## src/rtl/regfile_wb_sink.sv

```systemverilog
// Register file fed by the writeback port: two combinational read ports with same-cycle bypass,
// plus a per-register in-flight counter that drives the decode stall; state updates on the next edge.
module regfile_wb_sink #(
    parameter int DATA_W = 16,
    parameter int NREG   = 8,
    parameter int CNT_W  = 2,
    localparam int IDX_W = $clog2(NREG)
) (
    input  logic              clk,
    input  logic              rst,
    input  logic              write_in,
    input  logic [IDX_W-1:0]  writenum_in,
    input  logic [DATA_W-1:0] writeback_data_in,
    input  logic [IDX_W-1:0]  readnum_a,
    input  logic [IDX_W-1:0]  readnum_b,
    input  logic              check_a,
    input  logic              check_b,
    input  logic              issue_in,
    input  logic              issue_writes,
    input  logic [IDX_W-1:0]  issue_dst,
    output logic [DATA_W-1:0] rdata_a,
    output logic [DATA_W-1:0] rdata_b,
    output logic              stall_out,
    output logic [NREG-1:0]   busy_vec,
    output logic              err_sticky
);
    localparam logic [CNT_W-1:0] CNT_MAX = {CNT_W{1'b1}};
    localparam logic [CNT_W-1:0] CNT_ONE = CNT_W'(1);

    logic [DATA_W-1:0] regs_q [NREG];
    logic [DATA_W-1:0] regs_d [NREG];
    logic [CNT_W-1:0]  cnt_q  [NREG];
    logic [CNT_W-1:0]  cnt_d  [NREG];
    logic [NREG-1:0]   busy_q, busy_d;
    logic              err_q, err_d;

    logic              wr_en;
    logic              haz_a, haz_b;
    logic              inc;
    logic [NREG-1:0]   inc_v, dec_v;

    // Writes are blocked while reset is held so every output reads zero during reset.
    assign wr_en = write_in && !rst;

    always_comb begin
        rdata_a = (wr_en && writenum_in == readnum_a) ? writeback_data_in : regs_q[readnum_a];
        rdata_b = (wr_en && writenum_in == readnum_b) ? writeback_data_in : regs_q[readnum_b];

        // A lone pending write landing this cycle is covered by the bypass.
        haz_a = check_a && (cnt_q[readnum_a] != '0)
                && !(wr_en && writenum_in == readnum_a && cnt_q[readnum_a] == CNT_ONE);
        haz_b = check_b && (cnt_q[readnum_b] != '0)
                && !(wr_en && writenum_in == readnum_b && cnt_q[readnum_b] == CNT_ONE);

        stall_out = haz_a | haz_b;
        inc       = issue_in && issue_writes && !stall_out;
    end

    always_comb begin
        inc_v = '0;
        dec_v = '0;
        for (int r = 0; r < NREG; r++) begin
            inc_v[r] = inc && (issue_dst == IDX_W'(r));
            dec_v[r] = wr_en && (writenum_in == IDX_W'(r));
        end
    end

    always_comb begin
        err_d  = err_q;
        busy_d = '0;
        for (int r = 0; r < NREG; r++) begin
            regs_d[r] = dec_v[r] ? writeback_data_in : regs_q[r];
            cnt_d[r]  = cnt_q[r];
            case ({inc_v[r], dec_v[r]})
                2'b10: begin
                    if (cnt_q[r] == CNT_MAX) err_d = 1'b1;
                    else                     cnt_d[r] = cnt_q[r] + CNT_ONE;
                end
                2'b01: begin
                    if (cnt_q[r] == '0) err_d = 1'b1;
                    else                cnt_d[r] = cnt_q[r] - CNT_ONE;
                end
                default: cnt_d[r] = cnt_q[r];
            endcase
            busy_d[r] = (cnt_d[r] != '0);
        end
    end

    always_ff @(posedge clk or posedge rst) begin
        if (rst) begin
            regs_q <= '{default: '0};
            cnt_q  <= '{default: '0};
            busy_q <= '0;
            err_q  <= 1'b0;
        end else begin
            regs_q <= regs_d;
            cnt_q  <= cnt_d;
            busy_q <= busy_d;
            err_q  <= err_d;
        end
    end

    assign busy_vec   = busy_q;
    assign err_sticky = err_q;
endmodule
```

## config.mk

```make
export PLATFORM = sky130hd
export DESIGN_NAME = regfile_wb_sink
export DESIGN_NICKNAME = d
export VERILOG_FILES = /design/src/rtl/regfile_wb_sink.sv
export SDC_FILE = /design/constraint.sdc
export NUM_CORES = 1
export LEC_CHECK = 0
export ABC_AREA = 0
export BUFFER_PORTS_ARGS = -buffer_cell sky130_fd_sc_hd__buf_2
export CORE_AREA = 2 2 145 147
export DETAILED_ROUTE_END_ITERATION = 10
export DIE_AREA = 0 0 147 149
export GPL_TIMING_DRIVEN = 0
export PLACE_DENSITY = 0.7
export SLEW_MARGIN = 0
export SYNTH_ARGS = -nofsm -noshare
export SYNTH_HDL_FRONTEND = slang
export SYNTH_SLANG_ARGS = --single-unit
```

## constraint.sdc

```tcl
create_clock -name clk -period 6.2 [get_ports clk]
set_clock_uncertainty 0.05 [all_clocks]
set_input_delay 1.55 -clock clk [delete_from_list [all_inputs] [get_ports clk]]
set_output_delay 1.55 -clock clk [all_outputs]
set_load 0.02 [all_outputs]
```

==> flow_metrics.py <==
metrics = {
    "die": {
        "rows": 53,
        "core_mm2": 0.0206,
        "die_h_um": 149,
        "dieArea_mm2": 0.0219,
        "initial_core_util_pct": 44.1,
        "fp.dieW_um": 147,
        "ios": 77,
    },
    "place": {
        "port_buffers": 53,
        "dpl_cell_area_mm2": 0.00978,
        "hpwl_mm": 15.9,
        "globalplace.congestion": 0.816,
    },
    "pwr": {
        "power_uw": 3320,
        "worst_ir_drop_vdd_mv": 0.204,
        "p_per_area_mw_per_mm2": 317,
        "leakagePower_uw": 0.00441,
    },
    "worst_setup_path": {
        "crit_family": "buffers and inverters",
        "slowest_stage": "nor4_1",
        "crit_chain": "clkbuf_1 > xor2_1 > nor4_1 > clkbuf_1 > nand2_1 > o21ai_0 > buf_2",
        "arrival_ps": 4100,
        "critPathMaxFanout": 10,
        "cp_common_cell": "clkbuf_1",
        "worst_setup_path_start_kind": "input port",
        "critPathRequiredTime_ps": 4600,
        "critical_path_class": "input port to output port",
        "end_kind": "output port",
        "worst-path-buf-inv": 3,
        "r2r_slack_ps": 2940,
        "critical_path.max_stage_delay_ps": 660,
    },
    "logic_synthesis": {
        "ys_seq_area_share_pct": 42.3,
        "synth_flop_cell": "dfrtp_1",
        "synth_edf_count": 0,
        "syn_area_mm2": 0.00906,
        "synth_area_per_cell_um2": 13.0,
        "synth_cell_types": 39,
        "synth_cells": 698,
        "async_flop_share_pct": 100,
        "yosysWarningCount": 0,
        "syn_nets": 749,
        "ys_ff_latch": 153,
    },
    "sta": {
        "slew_viol_final": 0,
        "rsz0062_at_grt": "no",
        "worstMarginPinSlew_ps": 980,
        "tns_ps": 0,
        "clock.fmax_ghz": 0.175,
        "setup_viol": 0,
        "relSlewSlack_pct": 34.5,
        "hold_viol": 0,
        "finalCritPeriodShare_pct": 92.0,
        "post-route-min-period_ps": 5700,
    },
    "grt": {
        "grt_overflow": 0,
        "grt_pass1_wl_mm": 35.8,
        "grt_max_degree": 36,
        "antenna_found_initial": 0,
        "grtUsageTotal_pct": 21.6,
        "grt_pass1_vias": 6296,
    },
    "drt": {
        "drt_wl_total_mm": 23.1,
        "wl_met1_mm": 10.0,
        "routed-wl-met3_mm": 1.36,
        "drtIter0Drc": 633,
        "viasPerCell": 5.92,
        "drc": 0,
        "dr.max_layer_used": "met4",
        "wire_per_inst_um": 21.7,
        "ant_nets": 0,
        "route.vias.total": 6297,
        "first_pass_iters": 5,
        "wl_met2_mm": 11.3,
    },
    "hold_path": {
        "min_path_type": "flip-flop to flip-flop",
    },
    "clock_tree": {
        "numCtsBuffers": 17,
        "cts_resized": 0,
        "clock-root-buffer": "clkbuf_16",
        "cts-hold-fix-buffers": 0,
        "clkTransAtPathRegs_ps": 60,
        "tritoncts": "built",
        "clkLatencyLatePin_ps": 430,
        "htreeDepth": 4,
        "clockBufferDepth": 2,
        "cts_setup_buffers": 0,
        "clock_sinks": 153,
    },
    "final_layout": {
        "utilization_pct": 50.8,
        "antennaDiodeCount": 0,
        "final_nets": 826,
        "drive_gt1_share_pct": 40.7,
        "final_area_mm2": 0.0104,
        "syn_to_final_growth_pct": 15.3,
    },
    "run_status": {
        "outcome": "complete, no violations",
    },
    "flow_run": {
        "maxCapViolations": 0,
    },
}
[logic make-up after synthesis]
kind of cell	count (synthesis)	share of synthesized area, %
adders and majority gates	16	2.21
DFF	153	42.3
xor gates and xnor gates	6	0.580
AOI/OAI and AO/OA	90	6.22
muxes	232	37.4
buffers and inverters	75	3.96
and+or+nand+nor	126	7.40
[routing by layer]
| layer | up-vias | track usage [%] |
|---|---|---|
| met4 | 0 | 5.72 |
| met5 | - | 0 |
| met3 | 27 | 4.46 |
| met2 | 205 | 35.5 |
| met1 | 3282 | 29.6 |
| li1 | 2783 | - |
[cell usage in the layout (no fill, tap or decap), types with 4 or more instances in the layout]
cell | synthesis | layout
nor2_1 | 5 | 5
clkbuf_16 | 0 | 17
bufinv_16 | 0 | 6
or4_1 | 8 | 8
inv_1 | 19 | 18
a221o_1 | 8 | 8
mux2_2 | 110 | 110
o22a_1 | 7 | 7
ha_1 | 16 | 16
clkbuf_1 | 22 | 22
nand2_1 | 52 | 52
buf_12 | 0 | 4
o21ai_0 | 47 | 47
buf_4 | 9 | 9
nand2b_1 | 10 | 10
xor2_1 | 6 | 6
clkinv_2 | 0 | 4
o21ai_1 | 9 | 9
dfrtp_1 | 153 | 153
or2_2 | 8 | 8
a21oi_1 | 8 | 8
mux2i_1 | 32 | 32
mux2_1 | 18 | 18
and2_1 | 8 | 8
buf_2 | 13 | 66
mux4_2 | 72 | 72
clkbuf_2 | 10 | 11
nor4_1 | 10 | 10
nor2b_1 | 14 | 14
o41ai_1 | 4 | 4
[cells in the mapped netlist (5+ instances only)]
| cell type | count | share of area [%] |
|---|---|---|
| a21oi_1 | 8 | 0.44 |
| a221o_1 | 8 | 0.88 |
| and2_1 | 8 | 0.55 |
| buf_2 | 13 | 0.72 |
| buf_4 | 9 | 0.75 |
| clkbuf_1 | 22 | 0.91 |
| clkbuf_2 | 10 | 0.55 |
| dfrtp_1 | 153 | 42 |
| ha_1 | 16 | 2.2 |
| inv_1 | 19 | 0.79 |
| mux2_1 | 18 | 2.2 |
| mux2_2 | 110 | 14 |
| mux2i_1 | 32 | 3.5 |
| mux4_2 | 72 | 18 |
| nand2_1 | 52 | 2.2 |
| nand2b_1 | 10 | 0.69 |
| nor2_1 | 5 | 0.21 |
| nor2b_1 | 14 | 0.97 |
| nor4_1 | 10 | 0.69 |
| o21ai_0 | 47 | 2.6 |
| o21ai_1 | 9 | 0.50 |
| o22a_1 | 7 | 0.68 |
| or2_2 | 8 | 0.55 |
| or4_1 | 8 | 0.66 |
| xor2_1 | 6 | 0.58 |
[state kept, by name (all words and copies together), names as in the netlist]
name and cells:
busy_vec 8, regs_q 128, cnt_q 16, err_sticky 1
[worst register-to-register path, delay by kind of cell (launching register included)]
| family | cells | cell delay, ps |
|---|---|---|
| flops | 1 | 460 |
| fa+ha+maj | 1 | 220 |
| buf+inv | 1 | 190 |
| compound gates | 4 | 560 |
| mux | 1 | 510 |
| simple gates | 3 | 1130 |
[through the flow]
step	setup WS [ps]	hold slack, ps	std cells
after floorplan	22.2	420	698
after global placement	-2150	431	1026
after detailed placement	565	448	1031
after CTS	563	462	1063
after global routing	385	478	1063
final	496	456	1063
[worst paths after layout]
kind | start | endpoint | depth (start not counted)
max | readnum_b[1] | rdata_b[0] | 7
min | regs_q[17] | regs_q[17] | 1
max reg2reg | cnt_q[10] | err_sticky | 10
min reg2reg | regs_q[17] | regs_q[17] | 1
max in group asynchronous | rst | regs_q[37] | 6
min in group asynchronous | rst | cnt_q[14] | 2
[final cells by class]
type	count	area (µm²)
Fill cell	1808	10100
Multi-Input combinational cell	470	4870
Sequential cell	153	3830
Clock buffer	19	443
Timing Repair Buffer	58	373
Tap cell	275	344
Buffer	56	289
Clock inverter	13	224
Inverter	19	75.1
[report_power, final]
| part | switching [µW] | total, µW | internal (µW) | leakage, µW |
|---|---|---|---|---|
| clock network | 421 | 1180 | 763 | 0.000323 |
| logic | 362 | 792 | 430 | 0.00217 |
| registers | 140 | 1340 | 1200 | 0.00192 |
| total | 923 | 3320 | 2390 | 0.00441 |
No activity file was read; power rests on OpenSTA's default activity.
